<file path="src/rtl/noc_switch_pkg.sv">
// Shared types and round-robin helper for the route reservation arbiter.
// The top honours ROUTE_ARB_FAST_RELEASE_EN (same-edge re-grant on relieve).
package noc_switch_pkg;

  localparam int unsigned DEF_PORTS = 5;
  localparam int unsigned DEF_REQ_W = 3;
  localparam int unsigned SEL_W     = DEF_REQ_W;
  localparam int unsigned RR_MAX    = 1 << SEL_W;

  typedef enum logic {
    ST_FREE   = 1'b0,
    ST_LOCKED = 1'b1
  } out_state_e;

  // Scans from last+1 upward (mod n); the lowest offset hit wins.
  function automatic logic [SEL_W-1:0] rr_next(
    input logic [RR_MAX-1:0] mask,
    input logic [SEL_W-1:0]  last,
    input int unsigned       n = DEF_PORTS
  );
    logic [SEL_W-1:0] win;
    logic [SEL_W-1:0] idx;
    win = last;
    for (int unsigned k = RR_MAX; k >= 1; k--) begin
      idx = SEL_W'((32'(last) + k) % n);
      if (k <= n && mask[idx]) win = idx;
    end
    return win;
  endfunction

endpackage

</file>
<file path="src/rtl/rr_arbiter.sv">
// Combinational round-robin pick over one output's candidate mask.
// The ROUTE_ARB_FAST_RELEASE_EN option lives in the top only.
module rr_arbiter
  import noc_switch_pkg::*;
#(
  parameter int unsigned PORTS = DEF_PORTS
) (
  input  logic [PORTS-1:0] req_i,
  input  logic [SEL_W-1:0] last_i,
  output logic [PORTS-1:0] gnt_o,
  output logic [SEL_W-1:0] idx_o,
  output logic             valid_o
);

  logic [RR_MAX-1:0] mask;

  always_comb begin
    mask             = '0;
    mask[PORTS-1:0]  = req_i;
    idx_o            = rr_next(mask, last_i, PORTS);
    valid_o          = |req_i;
    gnt_o            = '0;
    if (valid_o) gnt_o[idx_o] = 1'b1;
  end

endmodule

</file>
<file path="src/rtl/route_reserve_arbiter.sv">
// Per-output round-robin lock allocator between head-flit buffers and crossbar.
// Define ROUTE_ARB_FAST_RELEASE_EN to let a relieved output re-grant on the same edge.
module route_reserve_arbiter
  import noc_switch_pkg::*;
#(
  parameter int unsigned PORTS         = DEF_PORTS,
  parameter int unsigned REQUEST_WIDTH = DEF_REQ_W
) (
  input  logic                       clk,
  input  logic                       rst,
  input  logic [PORTS-1:0]           routeReserveRequestValid,
  input  logic [PORTS*REQUEST_WIDTH-1:0] routeReserveRequest,
  input  logic [PORTS-1:0]           routeRelieve,
  output logic [PORTS-1:0]           routeReserveStatus_Switch,
  output logic [PORTS-1:0]           outputBusy,
  output logic [PORTS*REQUEST_WIDTH-1:0] outputSelect,
  output logic                       requestError
);

  out_state_e [PORTS-1:0] state_q, state_d;
  logic [PORTS-1:0][SEL_W-1:0] sel_q, sel_d;
  logic [PORTS-1:0][SEL_W-1:0] last_q, last_d;
  logic [PORTS-1:0] gnt_q, gnt_d;
  logic             err_q, err_d;

  logic [PORTS-1:0]             owned;
  logic [PORTS-1:0][PORTS-1:0]  cand;
  logic [PORTS-1:0][PORTS-1:0]  win_gnt;
  logic [PORTS-1:0][SEL_W-1:0]  win_idx;
  logic [PORTS-1:0]             win_v;

  // An input already holding any output may not bid for another.
  always_comb begin
    owned = '0;
    for (int o = 0; o < PORTS; o++) begin
      for (int i = 0; i < PORTS; i++) begin
        if (state_q[o] == ST_LOCKED && sel_q[o] == SEL_W'(i))
          owned[i] = 1'b1;
      end
    end
  end

  always_comb begin
    cand  = '0;
    err_d = 1'b0;
    for (int i = 0; i < PORTS; i++) begin
      if (routeReserveRequestValid[i]) begin
        if (32'(routeReserveRequest[i*REQUEST_WIDTH +: REQUEST_WIDTH]) >= PORTS)
          err_d = 1'b1;
        for (int o = 0; o < PORTS; o++) begin
          if (routeReserveRequest[i*REQUEST_WIDTH +: REQUEST_WIDTH]
              == REQUEST_WIDTH'(o) && !owned[i])
            cand[o][i] = 1'b1;
        end
      end
    end
  end

  for (genvar o = 0; o < PORTS; o++) begin : g_arb
    rr_arbiter #(
      .PORTS (PORTS)
    ) u_arb (
      .req_i   (cand[o]),
      .last_i  (last_q[o]),
      .gnt_o   (win_gnt[o]),
      .idx_o   (win_idx[o]),
      .valid_o (win_v[o])
    );
  end

  always_comb begin
    state_d = state_q;
    sel_d   = sel_q;
    last_d  = last_q;
    gnt_d   = '0;
    for (int o = 0; o < PORTS; o++) begin
      unique case (state_q[o])
        ST_FREE: begin
          if (win_v[o]) begin
            state_d[o] = ST_LOCKED;
            sel_d[o]   = win_idx[o];
            last_d[o]  = win_idx[o];
            gnt_d      = gnt_d | win_gnt[o];
          end
        end
        ST_LOCKED: begin
          if (routeRelieve[sel_q[o]]) begin
            state_d[o] = ST_FREE;
            sel_d[o]   = '0;
`ifdef ROUTE_ARB_FAST_RELEASE_EN
            if (win_v[o]) begin
              state_d[o] = ST_LOCKED;
              sel_d[o]   = win_idx[o];
              last_d[o]  = win_idx[o];
              gnt_d      = gnt_d | win_gnt[o];
            end
`endif
          end
        end
      endcase
    end
  end

  always_ff @(posedge clk or negedge rst) begin
    if (!rst) begin
      for (int o = 0; o < PORTS; o++) begin
        state_q[o] <= ST_FREE;
        sel_q[o]   <= '0;
        last_q[o]  <= SEL_W'(PORTS - 1);
      end
      gnt_q <= '0;
      err_q <= 1'b0;
    end else begin
      state_q <= state_d;
      sel_q   <= sel_d;
      last_q  <= last_d;
      gnt_q   <= gnt_d;
      err_q   <= err_d;
    end
  end

  always_comb begin
    outputSelect = '0;
    for (int o = 0; o < PORTS; o++) begin
      outputBusy[o] = (state_q[o] == ST_LOCKED);
      outputSelect[o*REQUEST_WIDTH +: REQUEST_WIDTH] = REQUEST_WIDTH'(sel_q[o]);
    end
  end

  assign routeReserveStatus_Switch = gnt_q;
  assign requestError              = err_q;

endmodule

</file>
<file path="config.mk">
export PLATFORM = sky130hd
export DESIGN_NAME = route_reserve_arbiter
export DESIGN_NICKNAME = d
export VERILOG_FILES = /design/src/rtl/noc_switch_pkg.sv /design/src/rtl/rr_arbiter.sv /design/src/rtl/route_reserve_arbiter.sv
export SDC_FILE = /design/constraint.sdc
export NUM_CORES = 1
export LEC_CHECK = 0
export BUFFER_PORTS_ARGS = -buffer_cell sky130_fd_sc_hd__clkbuf_2
export CELL_PAD_IN_SITES_DETAIL_PLACEMENT = 1
export CELL_PAD_IN_SITES_GLOBAL_PLACEMENT = 1
export CORE_MARGIN = 1
export CORE_UTILIZATION = 49
export DETAILED_ROUTE_END_ITERATION = 6
export PLACE_DENSITY_LB_ADDON = 0.1
export RECOVER_POWER = 100
export SYNTH_ARGS = -nofsm -noshare
export SYNTH_HDL_FRONTEND = slang
export SYNTH_SLANG_ARGS = --single-unit
</file>
<file path="constraint.sdc">
create_clock -name clk -period 7.63 [get_ports clk]
set_clock_uncertainty 0.05 [all_clocks]
set_input_delay 0.763 -clock clk [delete_from_list [all_inputs] [get_ports clk]]
set_output_delay 0.763 -clock clk [all_outputs]
set_load 0.01 [all_outputs]
</file>
==> impl_metrics.xml, run 1 <==
<?xml version="1.0" encoding="UTF-8"?>
<metrics>
  <group name="synthesis">
    <metric name="synth_top_cells_by_area" unit="">ha_1 (14%), dfrtp_1 (7.8%), nand2_1 (4.3%)</metric>
    <metric name="synth_top_area_cell" unit="">ha_1</metric>
    <metric name="synth-main-ff-cell" unit="">dfrtp_1</metric>
    <metric name="synth.net_count" unit="">1663</metric>
    <metric name="synth_enable_flop_cells" unit="">0</metric>
    <metric name="synth-warning-count" unit="">0</metric>
    <metric name="yosys_register_bits" unit="">41</metric>
    <metric name="synth.distinct_cells" unit="">132</metric>
    <metric name="cell_area_after_technology_mapping" unit="sq um">11520</metric>
    <metric name="post_synth_top_area_share" unit="%">14.33</metric>
    <metric name="cells_after_synthesis" unit="">1501</metric>
    <metric name="synth_sequential_area_ratio" unit="%">8.959</metric>
    <metric name="synthesis.area_per_instance" unit="sq um">7.676</metric>
    <metric name="synth_async_sr_flop_share" unit="%">100.0</metric>
  </group>
  <group name="sta">
    <metric name="worst-slew-pin-transition" unit="ns">2.546</metric>
    <metric name="fmaxAchievable" unit="GHz">0.1515</metric>
    <metric name="finalSetupViolCount" unit="">0</metric>
    <metric name="final_critical_path_time_including_i_o_delays_and_setup" unit="ns">6.599</metric>
    <metric name="relative_max_transition_margin" unit="%">-69.76</metric>
    <metric name="layout_worst_path_cycle_share" unit="%">86.48</metric>
    <metric name="maxSlewViolCount" unit="">55</metric>
    <metric name="fin_worst_hold_slack" unit="ns">0.5940</metric>
    <metric name="final-hold-violation-count" unit="">0</metric>
    <metric name="setup_repair_after_global_routing_missed_its_margin" unit="">no</metric>
    <metric name="tns" unit="ns">0</metric>
  </group>
  <group name="worst_setup_path">
    <metric name="worstPathArrival" unit="ns">6.76</metric>
    <metric name="critPathCaptureType" unit="">flop</metric>
    <metric name="worst_setup_path_start_kind" unit="">flop</metric>
    <metric name="critPathRequiredTime" unit="ns">7.79</metric>
    <metric name="critical_path_class" unit="">flop to flop</metric>
    <metric name="crit_path_max_fanout" unit="">26</metric>
  </group>
  <group name="die">
    <metric name="dieWidth" unit="um">155.3</metric>
    <metric name="core_area" unit="sq um">22850</metric>
    <metric name="fp.dieArea" unit="sq um">24130</metric>
    <metric name="floorplan.initialDensity" unit="%">50.43</metric>
    <metric name="num_rows" unit="">55</metric>
    <metric name="die_h" unit="um">155.3</metric>
    <metric name="boundaryPins" unit="">53</metric>
  </group>
  <group name="clocking">
    <metric name="cts_made_buffers" unit="">5</metric>
    <metric name="cts.sinks" unit="">41</metric>
    <metric name="resized_gates_after_cts" unit="">0</metric>
    <metric name="clock_tree.htree_level_count" unit="">2</metric>
    <metric name="worst_skew_pair.late_latency" unit="ns">0.30</metric>
    <metric name="total_setup_buffers_inserted_after_cts" unit="">0</metric>
    <metric name="tritoncts_clock_tree" unit="">built</metric>
    <metric name="clockBufferDepth" unit="">2</metric>
    <metric name="clockRootBuffer" unit="">clkbuf_16</metric>
    <metric name="cts.hold.buffers_added" unit="">0</metric>
    <metric name="clkSlewWorstSetupHoldPaths" unit="ns">0.07</metric>
  </group>
  <group name="final_layout">
    <metric name="area_delta_synth_final" unit="%">4.561</metric>
    <metric name="filler_cell_count_in_the_final_layout" unit="">2981</metric>
    <metric name="finalNetCount" unit="">1676</metric>
    <metric name="final_cells" unit="">1828</metric>
    <metric name="antenna_cells_inserted" unit="">0</metric>
    <metric name="layout-drive-gt1-share" unit="%">10.43</metric>
  </group>
  <group name="drt">
    <metric name="drt-wirelength-per-cell" unit="um">21.07</metric>
    <metric name="drt-initial-drc-count" unit="">706</metric>
    <metric name="ant_nets" unit="">0</metric>
    <metric name="vias" unit="">12220</metric>
    <metric name="remaining_drc_errors" unit="">0</metric>
    <metric name="detail_route.first_pass.iterations" unit="">5</metric>
    <metric name="detail_route.vias_per_cell" unit="">6.685</metric>
    <metric name="wl_final" unit="um">38510</metric>
  </group>
  <group name="worst_hold_path">
    <metric name="hold_path_class" unit="">flop to flop</metric>
  </group>
  <group name="global_routing">
    <metric name="grt_start_max_net_pins" unit="">42</metric>
    <metric name="grt_pass1_vias" unit="">11980</metric>
    <metric name="grtUsageTotal" unit="%">31.92</metric>
    <metric name="grt_overflow_total" unit="">0</metric>
    <metric name="grt.met2_usage" unit="%">53.11</metric>
    <metric name="wire_length_of_the_first_global_routing_pass" unit="um">62930</metric>
    <metric name="use_met3" unit="%">4.624</metric>
    <metric name="global_route.usage.met1" unit="%">43.07</metric>
    <metric name="most_heavily_used_metal_layer_in_global_routing" unit="">met2</metric>
    <metric name="antenna_found_initial" unit="">1</metric>
  </group>
  <group name="placement">
    <metric name="place_hpwl" unit="um">30680</metric>
    <metric name="globalplace.congestion" unit="">0.9534</metric>
    <metric name="numPortBuffers" unit="">52</metric>
    <metric name="dp.cells" unit="">1820</metric>
  </group>
  <group name="outcome">
    <metric name="failed_checks" unit="">capacitance limit, slew limit</metric>
    <metric name="outcome" unit="">finished with violations</metric>
  </group>
  <group name="run">
    <metric name="timing.max_cap.violations" unit="">2</metric>
  </group>
</metrics>
-- placed cells by master (no fill, tap or decap), drive strengths merged, types with 22 or more instances in the layout --
cell type / Yosys / layout
dfrtp: 36 / 36
or3: 22 / 22
clkbuf: 36 / 61
nand2b: 40 / 40
inv: 107 / 107
a31oi: 36 / 36
nor3b: 23 / 23
o211ai: 24 / 24
o21ai: 67 / 67
ha: 132 / 132
a21oi: 68 / 68
nor4: 26 / 26
nand3: 51 / 51
a211oi: 25 / 25
nor2: 82 / 82
nand2: 132 / 132
mux2i: 40 / 40
xnor2: 37 / 37
nor3: 52 / 52
-- metal layers --
layer,vias up,part of all wire [%]
li1,5798,-
met1,6006,46
met2,344,46
met3,71,5.8
met4,2,2.4
met5,-,0.034
-- metrics by stage --
stage | setup WS, ns | cell area (sq um) | util, %
after global routing | 0.5192 | 12050 | 52.73
after detailed placement | 1.617 | 11970 | 52.39
final | 1.031 | 12050 | 52.73
after global placement | 1.778 | 11970 | 52.39
after floorplan | 2.046 | 11520 | -
after CTS | 1.506 | 12120 | 53.06
-- path summary, 6_finish.rpt --
check                                 start                           end  slack, ns  cells past startpoint
setup reg to reg                  last_q[0]  routeReserveStatus_Switch[0]       1.03                     21
min in group asynchronous               rst                    last_q[12]       1.29                      2
max in group asynchronous               rst                     last_q[7]       4.78                      2
hold reg to reg            outputSelect[11]              outputSelect[11]       0.59                      2
hold / removal             outputSelect[11]              outputSelect[11]       0.59                      2
setup / recovery                  last_q[0]  routeReserveStatus_Switch[0]       1.03                     21
-- cell usage after synthesis, drive strengths merged (19+ instances only) --
cell    count
a31oi      36
nor3       52
nor2       82
inv       107
nor4       26
and2       20
o21ai      67
o31ai      21
ha        132
mux2i      40
nor3b      23
o21a       19
o211ai     24
a21oi      68
nand2b     40
nand2     132
a211oi     25
clkbuf     36
nand4      19
xnor2      37
o22ai      19
nand3      51
buf        22
dfrtp      36
or3        22
or2        20
-- flip-flops by register name, summed over array words and instances, names as in the netlist --
signal                     cells
requestError                   1
routeReserveStatus_Switch      5
last_q                        15
outputSelect                  15
outputBusy                     5
-- worst max-delay path: stages (launching register included) --
cell and delay [ns]:
dfrtp_1 0.32, clkbuf_1 0.95, inv_2 0.41, ha_1 0.83, inv_1 0.24, ha_1 0.28, nor2_1 0.12, a21oi_1 0.12
xnor2_1 0.38, inv_1 0.16, ha_1 0.23, nand2b_1 0.15, nand2_1 0.07, a31oi_1 0.11, or4_1 0.53, a211oi_1 0.40
a211o_1 0.20, mux2i_1 0.07, a41oi_1 0.31, o211a_1 0.28, nand2_1 0.08, o2111ai_1 0.19
-- cell type report --
cell class | instances | area [sq um] | share of cell area [%]
inverter | 107 | 406.6 | 3.375
clock inverter | 2 | 13.76 | 0.1142
sequential | 41 | 1032 | 8.568
tap | 313 | 391.6 | 3.251
clock buffer | 6 | 138.9 | 1.153
multi-input combinational | 1295 | 9759 | 81.01
timing repair buffer | 64 | 305.3 | 2.534
-- cells by family (layout without fill, tap and decap cells) --
logic type / count (synthesis) / after routing / share of synthesized area, %
and+or+nand+nor: 593 / 593 / 29.51
AOI/OAI and AO/OA: 461 / 461 / 30.08
buffers and inverters: 165 / 179 / 6.092
adders and majority gates: 135 / 135 / 14.86
muxes: 65 / 65 / 6.993
xor gates and xnor gates: 41 / 41 / 3.508
DFF: 41 / 41 / 8.959
Power of run 1 is left out: the tool's default activity adds up to more than one toggle a clock period on the data nets, which glitch-free logic cannot reach.
==> run 2, diff against run 1 <==
CORE_ASPECT_RATIO = 1.2   (was default)
RECOVER_POWER = 50   (was 100)
==> run 2 against run 1 <==
Against the previous run: the flow still finishes with violations (capacitance limit, slew limit); design area rose by 0.82%; flip-flop and latch count did not move; register-to-register slack improved by 0.38 ns; maximum frequency rose by 6.0%; wire length rose by 1.7%; critical path depth fell by 1; hold slack improved by 0.011 ns; highest routed layer is now met4.
==> impl_metrics.xml, run 2 (same netlist as run 1, synthesis figures left out) <==
<?xml version="1.0" encoding="UTF-8"?>
<metrics>
  <group name="drt">
    <metric name="drt-wirelength-per-cell" unit="um">21.37</metric>
    <metric name="detail_route.first_pass.iterations" unit="">5</metric>
    <metric name="detail_route.vias_per_cell" unit="">6.654</metric>
    <metric name="ant_nets" unit="">0</metric>
    <metric name="drt-initial-drc-count" unit="">605</metric>
    <metric name="vias" unit="">12200</metric>
    <metric name="remaining_drc_errors" unit="">0</metric>
    <metric name="wl_final" unit="um">39170</metric>
  </group>
  <group name="clocking">
    <metric name="tritoncts_clock_tree" unit="">built</metric>
    <metric name="clkSlewWorstSetupHoldPaths" unit="ns">0.06</metric>
    <metric name="total_setup_buffers_inserted_after_cts" unit="">0</metric>
    <metric name="clock_tree.htree_level_count" unit="">2</metric>
    <metric name="cts.sinks" unit="">41</metric>
    <metric name="clockBufferDepth" unit="">2</metric>
    <metric name="cts_made_buffers" unit="">5</metric>
    <metric name="clockRootBuffer" unit="">clkbuf_16</metric>
    <metric name="cts.hold.buffers_added" unit="">0</metric>
    <metric name="worst_skew_pair.late_latency" unit="ns">0.29</metric>
    <metric name="resized_gates_after_cts" unit="">0</metric>
  </group>
  <group name="die">
    <metric name="dieWidth" unit="um">142.0</metric>
    <metric name="num_rows" unit="">61</metric>
    <metric name="fp.dieArea" unit="sq um">24130</metric>
    <metric name="boundaryPins" unit="">53</metric>
    <metric name="die_h" unit="um">170.0</metric>
    <metric name="core_area" unit="sq um">23130</metric>
    <metric name="floorplan.initialDensity" unit="%">49.82</metric>
  </group>
  <group name="global_routing">
    <metric name="antenna_found_initial" unit="">0</metric>
    <metric name="grt_overflow_total" unit="">0</metric>
    <metric name="grt_start_max_net_pins" unit="">42</metric>
    <metric name="grt_pass1_vias" unit="">12270</metric>
    <metric name="wire_length_of_the_first_global_routing_pass" unit="um">62900</metric>
    <metric name="grtUsageTotal" unit="%">32.10</metric>
  </group>
  <group name="worst_setup_path">
    <metric name="critPathRequiredTime" unit="ns">7.80</metric>
    <metric name="crit_path_max_fanout" unit="">27</metric>
    <metric name="worst_setup_path_start_kind" unit="">flop</metric>
    <metric name="worstPathArrival" unit="ns">6.40</metric>
    <metric name="critPathCaptureType" unit="">flop</metric>
    <metric name="critical_path_class" unit="">flop to flop</metric>
  </group>
  <group name="sta">
    <metric name="final_critical_path_time_including_i_o_delays_and_setup" unit="ns">6.222</metric>
    <metric name="setup_repair_after_global_routing_missed_its_margin" unit="">no</metric>
    <metric name="maxSlewViolCount" unit="">42</metric>
    <metric name="tns" unit="ns">0</metric>
    <metric name="layout_worst_path_cycle_share" unit="%">81.55</metric>
    <metric name="relative_max_transition_margin" unit="%">-65.07</metric>
    <metric name="final-hold-violation-count" unit="">0</metric>
    <metric name="finalSetupViolCount" unit="">0</metric>
    <metric name="fin_worst_hold_slack" unit="ns">0.6052</metric>
    <metric name="worst-slew-pin-transition" unit="ns">2.476</metric>
    <metric name="fmaxAchievable" unit="GHz">0.1607</metric>
  </group>
  <group name="worst_hold_path">
    <metric name="hold_path_class" unit="">flop to flop</metric>
  </group>
  <group name="placement">
    <metric name="numPortBuffers" unit="">52</metric>
    <metric name="dp.cells" unit="">1825</metric>
    <metric name="place_hpwl" unit="um">31260</metric>
    <metric name="globalplace.congestion" unit="">0.9309</metric>
  </group>
  <group name="final_layout">
    <metric name="leading_cell_types_in_the_layout_fill_and_taps_excluded" unit="">nand2_1 (132), ha_1 (132), inv_1 (99)</metric>
    <metric name="area_delta_synth_final" unit="%">5.418</metric>
    <metric name="filler_cell_count_in_the_final_layout" unit="">2972</metric>
    <metric name="final_cells" unit="">1833</metric>
    <metric name="antenna_cells_inserted" unit="">0</metric>
    <metric name="layout-drive-gt1-share" unit="%">12.06</metric>
    <metric name="register_area" unit="sq um">1032</metric>
    <metric name="finalNetCount" unit="">1679</metric>
    <metric name="multiInputGateArea" unit="sq um">9788</metric>
  </group>
  <group name="run">
    <metric name="timing.max_cap.violations" unit="">1</metric>
  </group>
  <group name="outcome">
    <metric name="failed_checks" unit="">capacitance limit, slew limit</metric>
    <metric name="outcome" unit="">finished with violations</metric>
  </group>
</metrics>
-- run 2: final timing paths --
path / start / to / slack [ns] / depth (start not counted)
worst max-delay path: last_q[6] / routeReserveStatus_Switch[3] / 1.41 / 20
worst min-delay path: last_q[8] / last_q[8] / 0.61 / 1
worst max register to register: last_q[6] / routeReserveStatus_Switch[3] / 1.41 / 20
worst min register to register: last_q[8] / last_q[8] / 0.61 / 1
max in group asynchronous: rst / last_q[4] / 4.84 / 2
min in group asynchronous: rst / last_q[12] / 1.27 / 2
-- run 2: critical path, cell delays in order, from the launching register on --
cell and delay (ns):
dfrtp_1 0.32, buf_4 0.27, inv_1 0.34, ha_1 0.73, inv_1 0.25, ha_1 0.29, nor2_1 0.22, a211oi_1 0.14
nor2_1 0.33, inv_1 0.15, ha_1 0.27, inv_1 0.07, o22ai_1 0.07, o22ai_1 0.47, mux4_2 0.63, or2_1 0.25
o41ai_1 0.59, o32ai_1 0.21, nor2_1 0.27, a32oi_1 0.10, nand3_1 0.13
-- run 2: metal layers --
metal | up-vias | GRT usage [%] | share of wire (%)
met2 | 320 | 56.71 | 48
met5 | - | 0 | 0
met3 | 92 | 2.392 | 4.1
met4 | 0 | 10.85 | 3.0
li1 | 5781 | - | -
met1 | 6003 | 40.87 | 45
-- run 2: final cells by class --
cell class                 instances  share of cell area (%)
timing repair buffer              67                   2.905
sequential                        41                   8.498
tap                              315                   3.245
clock inverter                     1                  0.2472
multi-input combinational       1295                   80.58
clock buffer                       7                   1.174
inverter                         107                   3.348
-- run 2: stage by stage --
stage,area [sq um],util (%),worst slack [ns]
after floorplan,11520,-,2.046
after detailed placement,11990,51.86,1.455
final,12150,52.52,1.408
after global routing,12150,52.52,0.9383
after CTS,12170,52.61,1.427
after global placement,11990,51.86,1.761
Power of run 2 is left out for the same reason.
